[src/rtl/seq_counter_bank.sv]
// Bank of independent up/down counters with clear > load > count > hold priority per channel.
// Latency: one clock from any control/data input to q, tc and ovf; no combinational input-to-output path.
// Backpressure: none; every channel accepts a new command on every rising clock edge.
//
// Ports:
//   clk            rising-edge clock
//   rst            asynchronous active-high reset (all q <- RESET_VALUE, tc/ovf <- 0)
//   clr[i]         synchronous clear of channel i (also clears its sticky ovf)
//   load[i], d     parallel load of channel i from d[i*WIDTH +: WIDTH]
//   en[i], dir[i]  count enable and direction (1 = up, 0 = down) by STEP
//   q              registered counter values, same packing as d
//   tc[i]          one-cycle pulse for the cycle after a wrap/saturation event
//   ovf[i]         sticky event flag, cleared only by clr[i] or rst
module seq_counter_bank #(
  parameter int WIDTH       = 8,
  parameter int CHANNELS    = 4,
  parameter int STEP        = 1,
  parameter int SATURATE    = 0,
  parameter int RESET_VALUE = 0
) (
  input  logic                      clk,
  input  logic                      rst,
  input  logic [CHANNELS-1:0]       clr,
  input  logic [CHANNELS-1:0]       load,
  input  logic [CHANNELS-1:0]       en,
  input  logic [CHANNELS-1:0]       dir,
  input  logic [CHANNELS*WIDTH-1:0] d,
  output logic [CHANNELS*WIDTH-1:0] q,
  output logic [CHANNELS-1:0]       tc,
  output logic [CHANNELS-1:0]       ovf
);

  localparam logic [WIDTH-1:0] LP_RST  = WIDTH'(RESET_VALUE);
  localparam logic [WIDTH:0]   LP_STEP = (WIDTH+1)'(STEP);
  localparam logic [WIDTH-1:0] LP_MAX  = '1;
  localparam logic [WIDTH-1:0] LP_MIN  = '0;

  for (genvar gi = 0; gi < CHANNELS; gi++) begin : g_ch
    logic [WIDTH-1:0] r_q;
    logic             r_tc;
    logic             r_ovf;
    logic [WIDTH:0]   w_sum;
    logic [WIDTH:0]   w_diff;
    logic [WIDTH-1:0] w_cnt;
    logic             w_evt;

    // One extra bit on both paths: carry out of the sum flags an up-wrap,
    // borrow (MSB of the difference) flags a down-wrap.
    assign w_sum  = {1'b0, r_q} + LP_STEP;
    assign w_diff = {1'b0, r_q} - LP_STEP;

    always_comb begin
      w_evt = 1'b0;
      w_cnt = r_q;
      if (dir[gi]) begin
        w_evt = w_sum[WIDTH];
        w_cnt = w_sum[WIDTH-1:0];
      end else begin
        w_evt = w_diff[WIDTH];
        w_cnt = w_diff[WIDTH-1:0];
      end
      // Clamp replaces the wrapped value; an attempted step at the limit
      // still reports the event even though q does not move.
      if (SATURATE != 0 && w_evt) begin
        w_cnt = dir[gi] ? LP_MAX : LP_MIN;
      end
    end

    always_ff @(posedge clk or posedge rst) begin
      if (rst) begin
        r_q   <= LP_RST;
        r_tc  <= 1'b0;
        r_ovf <= 1'b0;
      end else if (clr[gi]) begin
        r_q   <= LP_RST;
        r_tc  <= 1'b0;
        r_ovf <= 1'b0;
      end else if (load[gi]) begin
        // Load beats count: the step is discarded and raises no event.
        r_q   <= d[gi*WIDTH +: WIDTH];
        r_tc  <= 1'b0;
      end else if (en[gi]) begin
        r_q   <= w_cnt;
        r_tc  <= w_evt;
        r_ovf <= r_ovf | w_evt;
      end else begin
        r_tc  <= 1'b0;
      end
    end

    assign q[gi*WIDTH +: WIDTH] = r_q;
    assign tc[gi]               = r_tc;
    assign ovf[gi]              = r_ovf;
  end

endmodule

[config.mk]
export PLATFORM = sky130hd
export DESIGN_NAME = seq_counter_bank
export DESIGN_NICKNAME = d
export VERILOG_FILES = /design/src/rtl/seq_counter_bank.sv
export SDC_FILE = /design/constraint.sdc
export NUM_CORES = 1
export LEC_CHECK = 0
export ABC_AREA = 0
export CELL_PAD_IN_SITES_DETAIL_PLACEMENT = 1
export CELL_PAD_IN_SITES_GLOBAL_PLACEMENT = 1
export CORE_ASPECT_RATIO = 0.8
export CORE_MARGIN = 3
export CORE_UTILIZATION = 35
export DETAILED_ROUTE_END_ITERATION = 10
export GPL_TIMING_DRIVEN = 0
export PLACE_DENSITY = 0.82
export SLEW_MARGIN = 10
export SYNTH_ARGS = -nofsm -noshare
export SYNTH_HDL_FRONTEND = slang
export SYNTH_SLANG_ARGS = --single-unit
[constraint.sdc]
create_clock -name clk -period 2.5 [get_ports clk]
set_input_delay 0.5 -clock clk [delete_from_list [all_inputs] [get_ports clk]]
set_output_delay 0.5 -clock clk [all_outputs]
set_load 0.02 [all_outputs]
==> out/summary.log <==
INFO  run_status     outcome=complete, no violations
INFO  timing         slew-limit-headroom=0.642
INFO  clocking       ctsLongestPathBuffers=2
INFO  grt            grt_use_total=0.180
INFO  finish         fillCellCount=964
INFO  setup_path     cp_bufs_invs=1
INFO  pwr            combinationalPowerShare=0.303
INFO  detailed_routing totalWireLength=8260um
INFO  place          finalWeightedCongestion=0.816
INFO  clocking       cts.sinks=40
INFO  place          dpl_worst_slack=0.294ns
INFO  clocking       cts_resized=0
INFO  place          placed_cells=516
INFO  place          place_hpwl=6220um
INFO  pwr            power.net_switching=570uW
INFO  clocking       clk_latency=0.28ns
INFO  clocking       clock_tree_from_tritoncts=yes
INFO  place          postPlaceCellArea=3840um^2
INFO  setup_path     cp_data_arrival_time=2.29ns
INFO  detailed_routing first_iter_violations=53
INFO  timing         clock_skew=0.00239ns
INFO  grt            grt_start_max_net_pins=23
INFO  clocking       post_cts.repair.setup_buffers=0
INFO  timing         final.min_clock_period=2.07ns
INFO  timing         timing.final.crit_share=0.826
INFO  flow_run       maxCapViolations=0
INFO  logic_synthesis synth_sequential_area_ratio=0.346
INFO  clocking       clockRootBuffer=sky130_fd_sc_hd__clkbuf_8
INFO  detailed_routing detailedRoute.firstPassIterationCount=4
INFO  logic_synthesis ys.warnings.count=0
INFO  worst_hold_path holdCritPathClass=reg -> reg
INFO  logic_synthesis count_of_flip_flops_with_a_built_in_enable_after_synthesis=0
INFO  floorplanning  die_h=87.4um
INFO  grt            grt_remaining_overflow=0
INFO  setup_path     critical_path.max_stage_delay=0.49ns
INFO  setup_path     worst_setup_ep_type=flip-flop
INFO  pwr            internal_power_contribution=1.19mW
INFO  clocking       cts_made_buffers=5
INFO  floorplanning  fp.dieArea=9410um^2
INFO  floorplanning  boundaryPins=90
INFO  logic_synthesis syn-cell-area=2900um^2
INFO  finish         post_layout_nonfiller_instances=524
INFO  grt            via_count_of_the_first_global_routing_pass=2765
INFO  setup_path     required=2.73ns
INFO  detailed_routing routedWlPerCell=15.8um
INFO  timing         fin_tns_setup=0ns
INFO  finish         postLayoutCellArea=3930um^2
INFO  clocking       cts.reportedPaths.clkPinSlew=0.08ns
INFO  setup_path     slowest_stage=sky130_fd_sc_hd__or4b_1
INFO  logic_synthesis async_s_r_ff_share_synth=1.00
INFO  finish         antennaDiodeCount=0
INFO  logic_synthesis postSynthAreaPerCell=8.80um^2
INFO  setup_path     critPathTopFamily=simple AND/OR/NAND/NOR gates
INFO  logic_synthesis ys_types=52
INFO  logic_synthesis yosys_register_bits=40
INFO  floorplanning  initial_core_util=0.363
INFO  floorplanning  row_count=29
INFO  timing         finalHoldViolations=0
INFO  clocking       htreeDepth=2
INFO  pwr            power.leakage=1.66nW
INFO  timing         timing.fmax=0.484GHz
INFO  timing         worst_slew_pin_slew=0.529ns
INFO  detailed_routing dr_total_vias=2772
INFO  floorplanning  design.core.area=7980um^2
INFO  timing         slew_violations=0
INFO  detailed_routing drc=0
INFO  setup_path     startpoint_type=flip-flop
INFO  setup_path     crit_path_max_fanout=8
INFO  setup_path     critical_path.cell_chain=inv_1 -> ha_1 -> or4b_1 -> or3_1 -> o21ai_1 -> a32o_1
INFO  clocking       post_cts_hold_buffer_count=0
INFO  pwr            power.density=448nW/um^2
INFO  finish         layout-drive-gt1-share=0.0865
INFO  detailed_routing antenna_left=0
INFO  finish         final_core_util=0.492
INFO  setup_path     worst-setup-path-type=reg -> reg
INFO  logic_synthesis syn_nets=387
INFO  grt            first_pass_grt_wire_length=13800um
INFO  logic_synthesis ys_dominant_reg_cell=sky130_fd_sc_hd__dfrtp_1
INFO  pwr            clockPowerShare=0.261
INFO  finish         synthToLayoutAreaGrowth=35.7%
INFO  floorplanning  die_x=108um
INFO  pwr            vdd.ir_drop.worst=329uV
INFO  timing         unrepaired_setup_endpoints_after_global_routing=false
INFO  finish         final_net_count=473
INFO  place          port_buffers=78
INFO  timing         timing.final.ws_setup=0.435ns
INFO  grt            antenna_found_initial=0
INFO  timing         setup_viol=0
INFO  pwr            power.switching_fraction=0.324
INFO  logic_synthesis post_synthesis_cells=329
INFO  pwr            sequentialPowerShare=0.436
INFO  detailed_routing post_drt_via_cell_ratio=5.29
[cell usage after synthesis, drive strengths merged, types with 7 or more instances]
master | instances | area share
clkbuf | 14 | 0.019
buf | 14 | 0.036
and4 | 7 | 0.022
a211oi | 11 | 0.030
inv | 25 | 0.032
nand2 | 17 | 0.022
xor2 | 9 | 0.027
mux2i | 9 | 0.031
o21a | 9 | 0.023
nand3 | 17 | 0.029
nor2 | 21 | 0.027
or3 | 8 | 0.019
a21oi | 18 | 0.031
xnor2 | 17 | 0.051
and3 | 9 | 0.019
ha | 8 | 0.035
nand4 | 7 | 0.015
dfrtp | 40 | 0.35
o21ai | 10 | 0.017
[worst paths after layout]
path                       slack (ns)           start  cells after the start              to
max                              0.43  g_ch[1].r_q[0]                      6   g_ch[1].r_ovf
min                              0.48   g_ch[3].r_ovf                      1   g_ch[3].r_ovf
max reg2reg                      0.43  g_ch[1].r_q[0]                      6   g_ch[1].r_ovf
min reg2reg                      0.48   g_ch[3].r_ovf                      1   g_ch[3].r_ovf
max in group asynchronous        1.47             rst                      3    g_ch[0].r_tc
min in group asynchronous        0.55             rst                      2  g_ch[1].r_q[2]
[power groups by stage]
stage          clock, mW  combinational (mW)  sequential [mW]
2_1_floorplan          0               0.266            0.811
3_3_place_gp           0               0.515            0.775
3_5_place_dp           0               0.537            0.779
4_1_cts            0.475               0.540            0.767
5_1_grt            0.509               0.585            0.779
6_report           0.459               0.534            0.767
[per-stage QoR]
stage               power, mW  hold slack, ns
floorplan                1.08           0.451
global placement         1.29           0.466
detailed placement       1.32           0.467
CTS                      1.78           0.487
global route             1.87           0.520
finish                   1.76           0.483
[per-layer routing]
metal,vias to the layer above,GRT usage,wire (um)
met2,65,0.302,3910
li1,1341,-,-
met5,-,0,0
met1,1364,0.248,4000
met4,0,0.0218,19
met3,2,0.0334,331
[cell families (layout without fill, tap and decap cells)]
| kind of cell | count (synthesis) | in the layout | share of synthesized area |
|---|---|---|---|
| simple gates | 122 | 122 | 0.244 |
| compound gates | 68 | 68 | 0.167 |
| buf+inv | 53 | 140 | 0.0873 |
| flops | 40 | 40 | 0.346 |
| xor+xnor | 26 | 26 | 0.0787 |
| mux | 12 | 12 | 0.0428 |
| fa+ha+maj | 8 | 8 | 0.0346 |
[area by class of cell]
| type | instances | area, um^2 | share of cell area |
|---|---|---|---|
| timing repair buffer | 79 | 808 | 0.206 |
| tap | 108 | 135 | 0.0344 |
| buffer | 28 | 159 | 0.0404 |
| inverter | 25 | 93.8 | 0.0239 |
| clock buffer | 8 | 90.1 | 0.0229 |
| multi-input combinational | 236 | 1640 | 0.418 |
| sequential | 40 | 1000 | 0.255 |
[placed cells by master (no fill, tap or decap), types with 4 or more instances in the layout]
cell type,count
sky130_fd_sc_hd__a211oi_1,10
sky130_fd_sc_hd__a21oi_1,18
sky130_fd_sc_hd__and2_1,5
sky130_fd_sc_hd__and3_1,9
sky130_fd_sc_hd__and4_1,5
sky130_fd_sc_hd__buf_4,9
sky130_fd_sc_hd__clkbuf_1,15
sky130_fd_sc_hd__clkbuf_8,6
sky130_fd_sc_hd__clkdlybuf4s50_1,78
sky130_fd_sc_hd__dfrtp_1,40
sky130_fd_sc_hd__ha_1,8
sky130_fd_sc_hd__inv_1,24
sky130_fd_sc_hd__mux2i_1,9
sky130_fd_sc_hd__nand2_1,17
sky130_fd_sc_hd__nand2b_1,4
sky130_fd_sc_hd__nand3_1,17
sky130_fd_sc_hd__nand4_1,7
sky130_fd_sc_hd__nor2_1,21
sky130_fd_sc_hd__nor3_1,5
sky130_fd_sc_hd__nor4b_1,5
sky130_fd_sc_hd__o21a_1,9
sky130_fd_sc_hd__o21ai_0,9
sky130_fd_sc_hd__or3_1,7
sky130_fd_sc_hd__or4_1,4
sky130_fd_sc_hd__xnor2_1,17
sky130_fd_sc_hd__xor2_1,9
[registers in the layout (all words and copies together), names as in the netlist]
| name | count |
|---|---|
| g_ch.r_ovf | 4 |
| g_ch.r_q | 32 |
| g_ch.r_tc | 4 |
(Power assumes the default switching activity.)
